File: config.mk
export PLATFORM = sky130hd
export DESIGN_NAME = edge_acc_param
export DESIGN_NICKNAME = d
export VERILOG_FILES = /design/src/rtl/edge_acc_param.sv
export SDC_FILE = /design/constraint.sdc
export NUM_CORES = 1
export LEC_CHECK = 0
export ABC_AREA = 1
export CAP_MARGIN = 20
export CORE_MARGIN = 2
export CORE_UTILIZATION = 40
export DETAILED_ROUTE_END_ITERATION = 8
export PLACE_DENSITY = 0.61
export SYNTH_ARGS = -nofsm -noshare
export SYNTH_HDL_FRONTEND = slang
export SYNTH_SLANG_ARGS = --single-unit
File: constraint.sdc
create_clock -name clk -period 27.5 [get_ports clk]
set_input_delay 6.875 -clock clk [delete_from_list [all_inputs] [get_ports clk]]
set_output_delay 6.875 -clock clk [all_outputs]
set_load 0.005 [all_outputs]
File: src/rtl/edge_acc_param.sv
// Sobel-magnitude / binary-threshold edge filter over a packed 8-bit image held in word memory.
// Each interior output word takes 4 cycles: three window reads, then one write.
module edge_acc_param #(
  parameter int IMG_W    = 352,
  parameter int IMG_H    = 288,
  parameter int OUT_BASE = IMG_W / 4 * IMG_H
) (
  input  logic        clk,
  input  logic        reset,
  output logic [15:0] addr,
  input  logic [31:0] dataR,
  output logic [31:0] dataW,
  output logic        en,
  output logic        we,
  input  logic        start,
  input  logic        mode,
  input  logic [7:0]  thresh,
  output logic        finish
);
  localparam int          WPR   = IMG_W / 4;
  localparam logic [15:0] WPR1  = 16'(WPR);
  localparam logic [15:0] WPR2  = 16'(2 * WPR);
  localparam logic [15:0] WLAST = 16'(WPR - 1);
  localparam logic [15:0] YLAST = 16'(IMG_H - 2);
  localparam logic [15:0] OBASE = 16'(OUT_BASE);
  localparam logic [15:0] OBOT  = 16'(OUT_BASE + (IMG_H - 1) * WPR);

  typedef enum logic [2:0] {IDLE, TOP, PRIME, PROC, BOTTOM, DONE} state_t;

  state_t      r_state;
  state_t      w_state_nxt;
  logic [1:0]  r_ph;
  logic [15:0] r_col;
  logic [15:0] r_y;
  logic [15:0] r_rowbase;
  logic        r_mode;
  logic [7:0]  r_thresh;

  logic [31:0] r_cur [3];
  logic [31:0] r_nxt [2];
  logic [7:0]  r_prv [3];

  logic [15:0] w_rowoff;
  logic [47:0] w_win [3];
  logic [31:0] w_pix;

  function automatic logic [11:0] sobel_mag(input logic [23:0] t, input logic [23:0] m,
                                            input logic [23:0] b);
    logic signed [11:0] s11, s12, s13, s21, s23, s31, s32, s33;
    logic signed [11:0] dx, dy, adx, ady;
    s11 = $signed({4'd0, t[7:0]});
    s12 = $signed({4'd0, t[15:8]});
    s13 = $signed({4'd0, t[23:16]});
    s21 = $signed({4'd0, m[7:0]});
    s23 = $signed({4'd0, m[23:16]});
    s31 = $signed({4'd0, b[7:0]});
    s32 = $signed({4'd0, b[15:8]});
    s33 = $signed({4'd0, b[23:16]});
    dx  = (s13 + (s23 <<< 1) + s33) - (s11 + (s21 <<< 1) + s31);
    dy  = (s11 + (s12 <<< 1) + s13) - (s31 + (s32 <<< 1) + s33);
    adx = dx[11] ? -dx : dx;
    ady = dy[11] ? -dy : dy;
    return $unsigned(adx) + $unsigned(ady);
  endfunction

  function automatic logic [7:0] out_pix(input logic [11:0] mag, input logic md,
                                         input logic [7:0] th);
    if (md) return (mag >= {4'd0, th}) ? 8'hFF : 8'h00;
    return (mag > 12'd255) ? 8'hFF : mag[7:0];
  endfunction

  always_ff @(posedge clk) begin
    if (reset) r_state <= IDLE;
    else       r_state <= w_state_nxt;
  end

  always_ff @(posedge clk) begin
    if (reset) begin
      r_ph      <= 2'd0;
      r_col     <= 16'd0;
      r_y       <= 16'd0;
      r_rowbase <= 16'd0;
      r_mode    <= 1'b0;
      r_thresh  <= 8'd0;
    end else begin
      case (r_state)
        IDLE: if (start) begin
          r_mode    <= mode;
          r_thresh  <= thresh;
          r_ph      <= 2'd0;
          r_col     <= 16'd0;
          r_y       <= 16'd1;
          r_rowbase <= 16'd0;
        end
        TOP, BOTTOM: r_col <= (r_col == WLAST) ? 16'd0 : r_col + 16'd1;
        PRIME: r_ph <= r_ph + 2'd1;
        PROC: begin
          r_ph <= r_ph + 2'd1;
          if (r_ph == 2'd3) begin
            if (r_col == WLAST) begin
              r_col     <= 16'd0;
              r_y       <= r_y + 16'd1;
              r_rowbase <= r_rowbase + WPR1;
            end else begin
              r_col <= r_col + 16'd1;
            end
          end
        end
        default: ;
      endcase
    end
  end

  // Window capture: rows y-1, y, y+1 arrive one cycle after their read request
  always_ff @(posedge clk) begin
    if (r_state == PRIME) begin
      case (r_ph)
        2'd1:    r_cur[0] <= dataR;
        2'd2:    r_cur[1] <= dataR;
        2'd3:    r_cur[2] <= dataR;
        default: ;
      endcase
    end else if (r_state == PROC) begin
      case (r_ph)
        2'd1: r_nxt[0] <= dataR;
        2'd2: r_nxt[1] <= dataR;
        2'd3: begin
          for (int r = 0; r < 3; r++) r_prv[r] <= r_cur[r][31:24];
          r_cur[0] <= r_nxt[0];
          r_cur[1] <= r_nxt[1];
          r_cur[2] <= dataR;
        end
        default: ;
      endcase
    end
  end

  // Six-pixel strip per row: left neighbour byte, current word, right neighbour byte
  assign w_win[0] = {r_nxt[0][7:0], r_cur[0], r_prv[0]};
  assign w_win[1] = {r_nxt[1][7:0], r_cur[1], r_prv[1]};
  assign w_win[2] = {dataR[7:0],    r_cur[2], r_prv[2]};

  assign w_rowoff = (r_ph == 2'd0) ? 16'd0 : (r_ph == 2'd1) ? WPR1 : WPR2;

  always_comb begin
    w_pix = '0;
    for (int j = 0; j < 4; j++) begin
      w_pix[8*j +: 8] = out_pix(sobel_mag(w_win[0][8*j +: 24], w_win[1][8*j +: 24],
                                          w_win[2][8*j +: 24]), r_mode, r_thresh);
    end
    if (r_col == 16'd0) w_pix[7:0]   = 8'd0;
    if (r_col == WLAST) w_pix[31:24] = 8'd0;
  end

  always_comb begin
    w_state_nxt = r_state;
    addr        = '0;
    dataW       = '0;
    en          = 1'b0;
    we          = 1'b0;
    finish      = 1'b0;
    case (r_state)
      IDLE: if (start) w_state_nxt = TOP;
      TOP: begin
        en   = 1'b1;
        we   = 1'b1;
        addr = OBASE + r_col;
        if (r_col == WLAST) w_state_nxt = PRIME;
      end
      PRIME: begin
        if (r_ph != 2'd3) begin
          en   = 1'b1;
          addr = r_rowbase + w_rowoff;
        end else begin
          w_state_nxt = PROC;
        end
      end
      PROC: begin
        if (r_ph != 2'd3) begin
          if (r_col != WLAST) begin
            en   = 1'b1;
            addr = r_rowbase + w_rowoff + r_col + 16'd1;
          end
        end else begin
          en    = 1'b1;
          we    = 1'b1;
          addr  = OBASE + r_rowbase + WPR1 + r_col;
          dataW = w_pix;
          if (r_col == WLAST) w_state_nxt = (r_y == YLAST) ? BOTTOM : PRIME;
        end
      end
      BOTTOM: begin
        en   = 1'b1;
        we   = 1'b1;
        addr = OBOT + r_col;
        if (r_col == WLAST) w_state_nxt = DONE;
      end
      DONE: begin
        finish = 1'b1;
        if (!start) w_state_nxt = IDLE;
      end
      default: w_state_nxt = IDLE;
    endcase
  end
endmodule

Yosys cells after proc, flatten, opt, wreduce, memory -nomap -nowiden
Memories as Yosys holds them, arrays and structs flattened.
Index checks and enable logic that the tools add are counted.
{"block": "totals", "elab_cells": 203, "memories": 3, "ramBits": 184, "regBits": 62}
{"name": "r_cur", "depth": 3, "width": 32, "read_ports": 3, "rd_ports_with_merged_regs": 0, "wr": 3, "line": "39", "rtl": "logic [31:0] r_cur [3];"}
{"name": "r_nxt", "depth": 2, "width": 32, "read_ports": 2, "rd_ports_with_merged_regs": 0, "wr": 1, "line": "40", "rtl": "logic [31:0] r_nxt [2];"}
{"name": "r_prv", "depth": 3, "width": 8, "read_ports": 3, "rd_ports_with_merged_regs": 0, "wr": 3, "line": "41", "rtl": "logic [7:0] r_prv [3];"}
{"block": "op_classes", "n_mux": 88, "eq_ne": 20, "add_sub_neg": 60, "n_lt_le_gt_ge": 8, "bitwise": 3, "n_reduce_logical": 14}
{"operator": "32-bit 2-to-1 mux", "n": 6}
{"operator": "16-bit 2-to-1 mux", "n": 11}
{"operator": "8-bit 2-to-1 mux", "n": 20}
{"operator": "10-bit by 8-bit adder with 11-bit output", "n": 14}
{"operator": "8-bit by 9-bit adder with 10-bit output", "n": 14}
{"operator": "12-bit 2-to-1 mux", "n": 8}
{"operator": "12-bit negator", "n": 8}
{"operator": "11-bit by 11-bit subtractor with 12-bit output", "n": 6}
{"operator": "16-bit one-hot mux with 2 select lines", "n": 2}
{"operator": "16-bit one-hot mux with 4 select lines", "n": 1}
{"operator": "12-bit adder", "n": 4}
{"operator": "16-bit by 1-bit adder with 16-bit output (second input constant)", "n": 3}
{"operator": "12-bit by 8-bit >= comparator with 1-bit output", "n": 4}
{"operator": "12-bit by 8-bit greater-than comparator with 1-bit output (second input constant)", "n": 4}
{"operator": "16-bit one-hot mux with 3 select lines", "n": 1}
{"operator": "15-bit by 16-bit adder with 16-bit output (first input constant)", "n": 2}
{"operator": "16-bit adder", "n": 2}
{"operator": "16-bit by 7-bit adder with 16-bit output (second input constant)", "n": 2}
{"operator": "32-bit OR reduction", "n": 1}
{"operator": "1-bit 2-to-1 mux", "n": 26}
{"operator": "3-bit 2-to-1 mux", "n": 8}
{"operator": "12-bit subtractor", "n": 2}
{"operator": "2-bit != test (second input constant)", "n": 9}
{"operator": "3-bit one-hot mux with 6 select lines", "n": 1}
{"operator": "26 further kinds", "n": 34}

Logic depth before layout (Yosys ltp)
Gate-level depths: netlist of the first run.
An unclocked memory read counts as a cell.
{"block": "logic_depth", "depth_word": 14, "mapped_depth": 41, "mapped_depth_nobuf": 41}

Worst setup path after synthesis of the first run
Ideal clock, no wire load.
{"block": "synth_path", "kind": "input to output", "startpoint": "input dataR[2]", "endpoint": "output dataW[24]", "arrival_ns": 12.076, "setup_slack_ns": 8.549, "cell_stages": 29, "path_cell_list": "inv_1 fa_1 fa_1 fa_1 inv_1 fa_1 nor4_1 nor2_1 o21bai_1 nand2_1 nand2_1 nand2_1 nand2_1 clkinv_1 o21ai_0 ha_1 nand3_1 nand2_1 a21oi_1 xor2_1 inv_1 ha_1 a21oi_1 o21a_1 o21ai_0 nor2_1 nand4_1 nand2_1 nor2_1"}
{"block": "synth_via", "elab_chain_len": 12, "elab_cells_between_ends": 18, "cone_classes": "7 x add/sub; 2 x order compare; 9 x mux"}
{"item": "start, declared", "line": "11", "rtl": "input logic [31:0] dataR,"}
{"item": "10-bit by 8-bit adder with 11-bit output, on equally long branches", "line": "59, 60"}
{"item": "11-bit by 11-bit subtractor with 12-bit output, on equally long branches", "line": "59, 60"}
{"item": "12-bit negator, on equally long branches", "line": "61, 62"}
{"item": "12-bit 2-to-1 mux, on equally long branches", "line": "61, 62"}
{"item": "12-bit adder *", "line": "63", "rtl": "return $unsigned(adx) + $unsigned(ady);"}
{"item": "12-bit by 8-bit >= comparator with 1-bit output", "line": "68", "rtl": "if (md) return (mag >= {4'd0, th}) ? 8'hFF : 8'h00;"}
{"item": "8-bit 2-to-1 mux (2 in series)", "line": "68"}
{"item": "8-bit 2-to-1 mux *", "line": "69", "rtl": "return (mag > 12'd255) ? 8'hFF : mag[7:0];"}
{"item": "8-bit 2-to-1 mux *", "line": "152", "rtl": "if (r_col == WLAST) w_pix[31:24] = 8'd0;"}
{"item": "32-bit 2-to-1 mux *", "line": "179", "rtl": "if (r_ph != 2'd3) begin"}
{"item": "32-bit 2-to-1 mux *", "line": "162", "rtl": "case (r_state)"}
{"item": "end, declared", "line": "12", "rtl": "output logic [31:0] dataW,"}
Every way passes the cells marked *; elsewhere a longest branch is shown, timed or not. The select of a mux whose other input is x is not followed.

Final worst setup path of the first run
{"block": "layout_path", "startpoint": "input dataR[2]", "endpoint": "output dataW[25]"}
The elaborated chain is that of the path after synthesis.

==> flow_summary_export.csv, run 1 <==
group,metric,value,unit
status,status,"completed",
min_path,hold_class,"reg2reg",
cts,cts_setup_buffers,0,
synthesis,synth_compound_area_share,9.04,%
grt,grt_max_degree,72,
place,placed_cell_area,27700,um2
grt,antenna_found_initial,7,
synthesis,synth_fa_ha_area_share,28.5,%
worst_setup_path,cpMostUsedCell,"nand2_1",
worst_setup_path,critical_path_depth,31,
route,antenna_left,0,
place,dp.cells,4111,
timing,finalMaxSlewViolations,0,
timing,finalSetupTns,0,ps
finish,diodes,0,
synthesis,synth_edf_count,184,
synthesis,ys_ff_latch,243,
route,wire_per_inst,16.8,um
pwr,total_power,2.67,mW
worst_setup_path,cp-end-kind,"primary output",
worst_setup_path,worst-path-buf-inv,6,
route,vias,20700,
cts,path_clk_slew,60,ps
cts,root_buffer,"clkbuf_16",
cts,cts.sinks,243,
route,drc,0,
die,die_x,257,um
grt,gr-total-overflow,0,
worst_setup_path,cp_top_family,"adder cells",
finish,multiInputGateArea,16600,um2
worst_setup_path,worst_ep_required_time,20620,ps
synthesis,synthSimpleGateAreaFrac,20.6,%
timing,rsz0062_at_grt,"false",
route,dr.pass1.iters,6,
synthesis,synthMuxAreaShare,0,%
route,drtIter0Drc,1446,
grt,grt_pass1_vias,20000,
synthesis,synth.distinct_cells,58,
cts,clock_latency,600,ps
cts,htreeDepth,1,
synthesis,netlist_instances,3191,
timing,fin_ws,6740,ps
synthesis,yosysWarnings,0,
worst_setup_path,slowest_stage,"clkdlybuf4s50_1",
die,ios,95,
synthesis,syn-num-nets,3703,
finish,utilization,45.3,%
finish,drive_above_1_share,3.29,%
route,totalWireLength,69.9,mm
worst_setup_path,worst-path-max-fanout,9,
synthesis,syn_area,25700,um2
synthesis,synth_flop_cell,"edfxtp_1",
timing,period_needed,20760,ps
place,place.gp.congestion,0.929,
finish,fin_area,28700,um2
synthesis,yosysSeqAreaShare,26.1,%
grt,globalRouteTotalUtil,21.0,%
worst_setup_path,cp-start-kind,"primary input",
worst_setup_path,arrival,13880,ps
finish,fillers,6386,
timing,timing.slew.headroom,36.5,%
timing,worstMarginPinSlew,953,ps
place,pre_cts_ws,6770,ps
timing,period_share,75.5,%
die,start_util,40.6,%
finish,nets,3807,
place,hpwl,57.8,mm
cts,cts_buffers,28,
synthesis,synthTopCellsByArea,"edfxtp_1 22%, fa_1 15%, ha_1 13%",
die,dieHeight,257,um
finish,register_area,6710,um2
finish,final_cell_mix,"667 x nand2_1, 593 x inv_1, 274 x ha_1",
synthesis,synth_top_family_by_area,"adder cells",
finish,final_cell_count_no_fill,4163,
timing,fin_skew,34.4,ps
timing,final_hold_viol_count,0,
cts,ctsResizeCount,0,
cts,clockBufferDepth,3,
worst_setup_path,cp_slowest_stage_delay,620,ps
pwr,ir_drop,81.2,uV
synthesis,synth-xor-area-share,6.41,%
min_path,whs_path_depth,0,
route,drt-vias-per-instance,4.98,
synthesis,syn_avg_cell_area,8.05,um2
die,coreArea,63300,um2
synthesis,yosysTopAreaCellShare,21.5,%
grt,grt_pass1_wl,109,mm
timing,setup_viol,0,
flow_run,maxCapViolCount,0,
die,fp.dieArea,66300,um2
cts,hold_buffers,0,
worst_setup_path,critPathKind,"in2out",
die,rows,92,
timing,whs,452,ps
synthesis,synth_largest_area_cell,"edfxtp_1",
pwr,powerDensity,93.0,nW/um2
place,port_buffers,94,
finish,area_growth,11.7,%
timing,clock.fmax,0.0482,GHz
finish,mostFrequentLayoutCell,"nand2_1",
cts,cts_tree,"yes",
worst_setup_path,reg2regPathDepth,15,
pwr,power_leakage,13.4,nW
synthesis,async_reset_ff_share,0,%
[final timing paths]
path	slack, ps	endpoint	startpoint
hold / removal	450	r_prv[0][14]$_DFFE_PP_	r_cur[0][62]$_DFFE_PP_
setup / recovery	6740	dataW[25]	dataR[2]
hold reg to reg	450	r_prv[0][14]$_DFFE_PP_	r_cur[0][62]$_DFFE_PP_
setup reg to reg	23810	r_rowbase[7]$_SDFFE_PP0P_	r_col[8]$_SDFFE_PP0P_
[Yosys cell counts (7+ instances only)]
cell type  count
a31oi_1       11
nor3_1        54
edfxtp_1     184
fa_1         194
a211oi_1      11
o21bai_1      20
o21ai_0      112
ha_1         274
o21a_1         7
inv_1        593
nor2_2         9
xor2_1       143
o211ai_1       8
clkbuf_1      18
a21oi_1      201
nand3_1      150
dfxtp_1       59
or2_2         12
nor2_1       270
nand3b_1      15
nand4_1       45
a21o_1         7
xnor2_1       45
nand2_1      667
[kinds of logic (layout without fill, tap and decap cells)]
family          after synthesis  count (layout)
simple gates               1247            1247
fa+ha+maj                   468             468
flops                       243             243
xor+xnor                    188             188
compound gates              414             414
buf+inv                     630             756
other cells                   1               1
[final cells by class]
cell class                 instances  area share [%]
multi-input combinational       2318            58.0
sequential                       243            23.4
inverter                         601            7.87
tap                              846            3.69
timing repair buffer             103            3.52
clock buffer                      32            2.60
clock inverter                    20           0.951
[power by group]
group	switching (mW)	leakage, nW	internal, mW	total, mW
combinational	1.14	10.8	0.687	1.83
clock	0.166	0.474	0.244	0.410
sequential	0.0206	2.13	0.410	0.430
[worst register-to-register path, stage by stage, from the launching register on]
cell     delay [ps]
dfxtp_1         400
inv_1           220
ha_1            220
inv_1            90
nor2_4           90
nand3_1          90
nor4_2          330
nand2_1         270
nand2_1         220
nand2_2         310
inv_4           290
nand2_2         330
nand2_4         280
inv_1           240
o21ai_0         140
a21oi_1          50
[layer usage]
layer	vias up	share of wire (%)	GRT usage (%)
li1	10500	-	-
met1	9622	45	27.8
met2	455	46	35.5
met3	112	5.1	3.10
met4	12	3.4	6.39
met5	-	0.097	0
[state kept, by name, indices dropped and copies added (netlist names)]
name and cells:
r_y 16, r_ph 2, r_state 3, r_cur 96, r_prv 24, r_nxt 64, r_thresh 8, r_col 16
r_rowbase 13, r_mode 1
(Power assumes the default switching activity.)
==> run 2, diff against run 1 <==
- PLACE_DENSITY: 0.61 -> 0.63
- clock period: 27.5 -> 17 ns (I/O delays scaled with it)
==> run 2 against run 1 <==
Via count is 0.67% higher. Power up 62%. Count of clock-buffer cells in the layout grew 3. Critical path depth unchanged. Routed wire length shrank 1.4%. Cell count about the same. Clock skew decreased by 15 ps. Hold slack improved by 2.7 ps. Combinational power rose by 62%. Sequential power is 62% higher. Register-to-register slack worse by 10000 ps. Critical path type unchanged. Largest power group unchanged.
==> flow_summary_export.csv, run 2 (synthesis gave the netlist of run 1 again) <==
group,metric,value,unit
route,totalWireLength,68.9,mm
cts,path_clk_slew,60,ps
grt,gr-total-overflow,0,
route,drtIter0Drc,1621,
grt,grt_pass1_vias,20000,
finish,area_growth,11.7,%
cts,cts_buffers,29,
worst_setup_path,worst-path-max-fanout,9,
place,port_buffers,94,
cts,clock_latency,580,ps
route,vias,20900,
die,ios,95,
finish,regMostFlops,"r_cur",
grt,grt_pass1_wl,109,mm
place,hpwl,56.9,mm
place,place.gp.congestion,0.934,
finish,fillers,6380,
timing,finalSetupTns,0,ps
die,rows,92,
flow_run,maxCapViolCount,0,
timing,whs,455,ps
timing,timing.slew.headroom,42.4,%
finish,nets,3809,
timing,finalMaxSlewViolations,0,
timing,setup_viol,0,
timing,final_hold_viol_count,0,
timing,rsz0062_at_grt,"false",
route,antenna_left,0,
worst_setup_path,cp_top_family,"adder cells",
worst_setup_path,cpMostUsedCell,"nand2_1",
min_path,hold_class,"reg2reg",
worst_setup_path,arrival,11320,ps
timing,period_needed,15570,ps
grt,grt_max_degree,71,
worst_setup_path,critPathKind,"in2out",
place,dp.cells,4112,
finish,final_cell_count_no_fill,4166,
route,dr.pass1.iters,6,
cts,ctsResizeCount,0,
cts,clockBufferDepth,3,
pwr,total_power,4.32,mW
route,wire_per_inst,16.5,um
timing,fin_ws,1430,ps
pwr,switching_power,2.15,mW
worst_setup_path,cp_slowest_stage_delay,610,ps
worst_setup_path,slowest_stage,"clkdlybuf4s50_1",
place,pre_cts_ws,1500,ps
timing,clock.fmax,0.0642,GHz
cts,cts.sinks,243,
finish,mostFrequentLayoutCell,"nand2_1",
cts,htreeDepth,1,
status,status,"completed",
worst_setup_path,worst_ep_required_time,12750,ps
die,dieHeight,257,um
pwr,ir_drop,98.6,uV
pwr,p_clk_share,15.2,%
worst_setup_path,cp-end-kind,"primary output",
pwr,comb_power_share,68.7,%
die,start_util,40.6,%
cts,cts_setup_buffers,0,
worst_setup_path,worst-path-buf-inv,6,
timing,period_share,91.6,%
pwr,internal_power,2.17,mW
pwr,power_leakage,13.4,nW
route,drc,0,
pwr,pwr-share-seq,16.1,%
grt,antenna_found_initial,10,
worst_setup_path,cp-start-kind,"primary input",
pwr,powerDensity,150,nW/um2
finish,largest_reg_flops,96,
timing,fin_skew,19.1,ps
die,fp.dieArea,66300,um2
finish,top_regs,"r_cur: 96 flops, r_nxt: 64 flops, r_prv: 24 flops",
pwr,switching_share,49.8,%
cts,cts_tree,"yes",
timing,worstMarginPinSlew,861,ps
finish,final_cell_mix,"667 x nand2_1, 593 x inv_1, 274 x ha_1",
cts,root_buffer,"clkbuf_16",
cts,hold_buffers,0,
route,drt-vias-per-instance,5.01,
grt,globalRouteTotalUtil,20.9,%
die,die_x,257,um
die,coreArea,63300,um2
finish,drive_above_1_share,3.40,%
## run 2: power groups by stage
stage,Clock (mW),Sequential (mW),Combinational (mW)
final,0.655,0.697,2.96
after detailed placement,0,0.709,2.94
after floorplan,0,0.695,2.29
after global routing,0.690,0.700,3.44
after CTS,0.667,0.697,2.96
after global placement,0,0.709,2.92
## run 2: area by class of cell
| cell class | instances | area [um2] | area share, % |
|---|---|---|---|
| Multi-Input combinational cell | 2318 | 16600 | 58.0 |
| Sequential cell | 243 | 6710 | 23.4 |
| Inverter | 601 | 2260 | 7.87 |
| Tap cell | 846 | 1060 | 3.69 |
| Timing Repair Buffer | 104 | 1020 | 3.54 |
| Clock buffer | 35 | 810 | 2.82 |
| Clock inverter | 18 | 210 | 0.733 |
| Antenna cell | 1 | 2.50 | 0.00872 |
## run 2: metal layers
layer / wire length (um) / global-route usage [%] / vias to the layer above / part of all wire (%)
li1: - / - / 10500 / -
met1: 30000 / 27.3 / 9635 / 44
met2: 32000 / 35.4 / 544 / 46
met5: 97 / 0 / - / 0.14
met4: 2120 / 5.83 / 16 / 3.1
met3: 4720 / 3.72 / 116 / 6.8
## run 2: worst reg2reg max path: cells and delay by family, from the launching register on
kind / cells / cell delay [ps]
compound gates: 2 / 200
fa+ha+maj: 1 / 230
buf+inv: 4 / 860
flops: 1 / 410
simple gates: 8 / 1890
## run 2: worst paths after layout
path,startpoint,endpoint,cells after the start,slack (ps)
setup / recovery,dataR[2],dataW[25],31,1430
hold / removal,r_cur[0][58]$_DFFE_PP_,r_prv[0][10]$_DFFE_PP_,0,450
setup reg to reg,r_col[8]$_SDFFE_PP0P_,r_rowbase[12]$_SDFFE_PP0P_,15,13310
hold reg to reg,r_cur[0][58]$_DFFE_PP_,r_prv[0][10]$_DFFE_PP_,0,450
## run 2: per-stage QoR
| stage | cell area (um2) | util (%) |
|---|---|---|
| after CTS | 28700 | 45.3 |
| after floorplan | 25700 | - |
| after detailed placement | 27700 | 43.7 |
| after global routing | 28700 | 45.3 |
| after global placement | 27700 | 43.7 |
| final | 28700 | 45.3 |
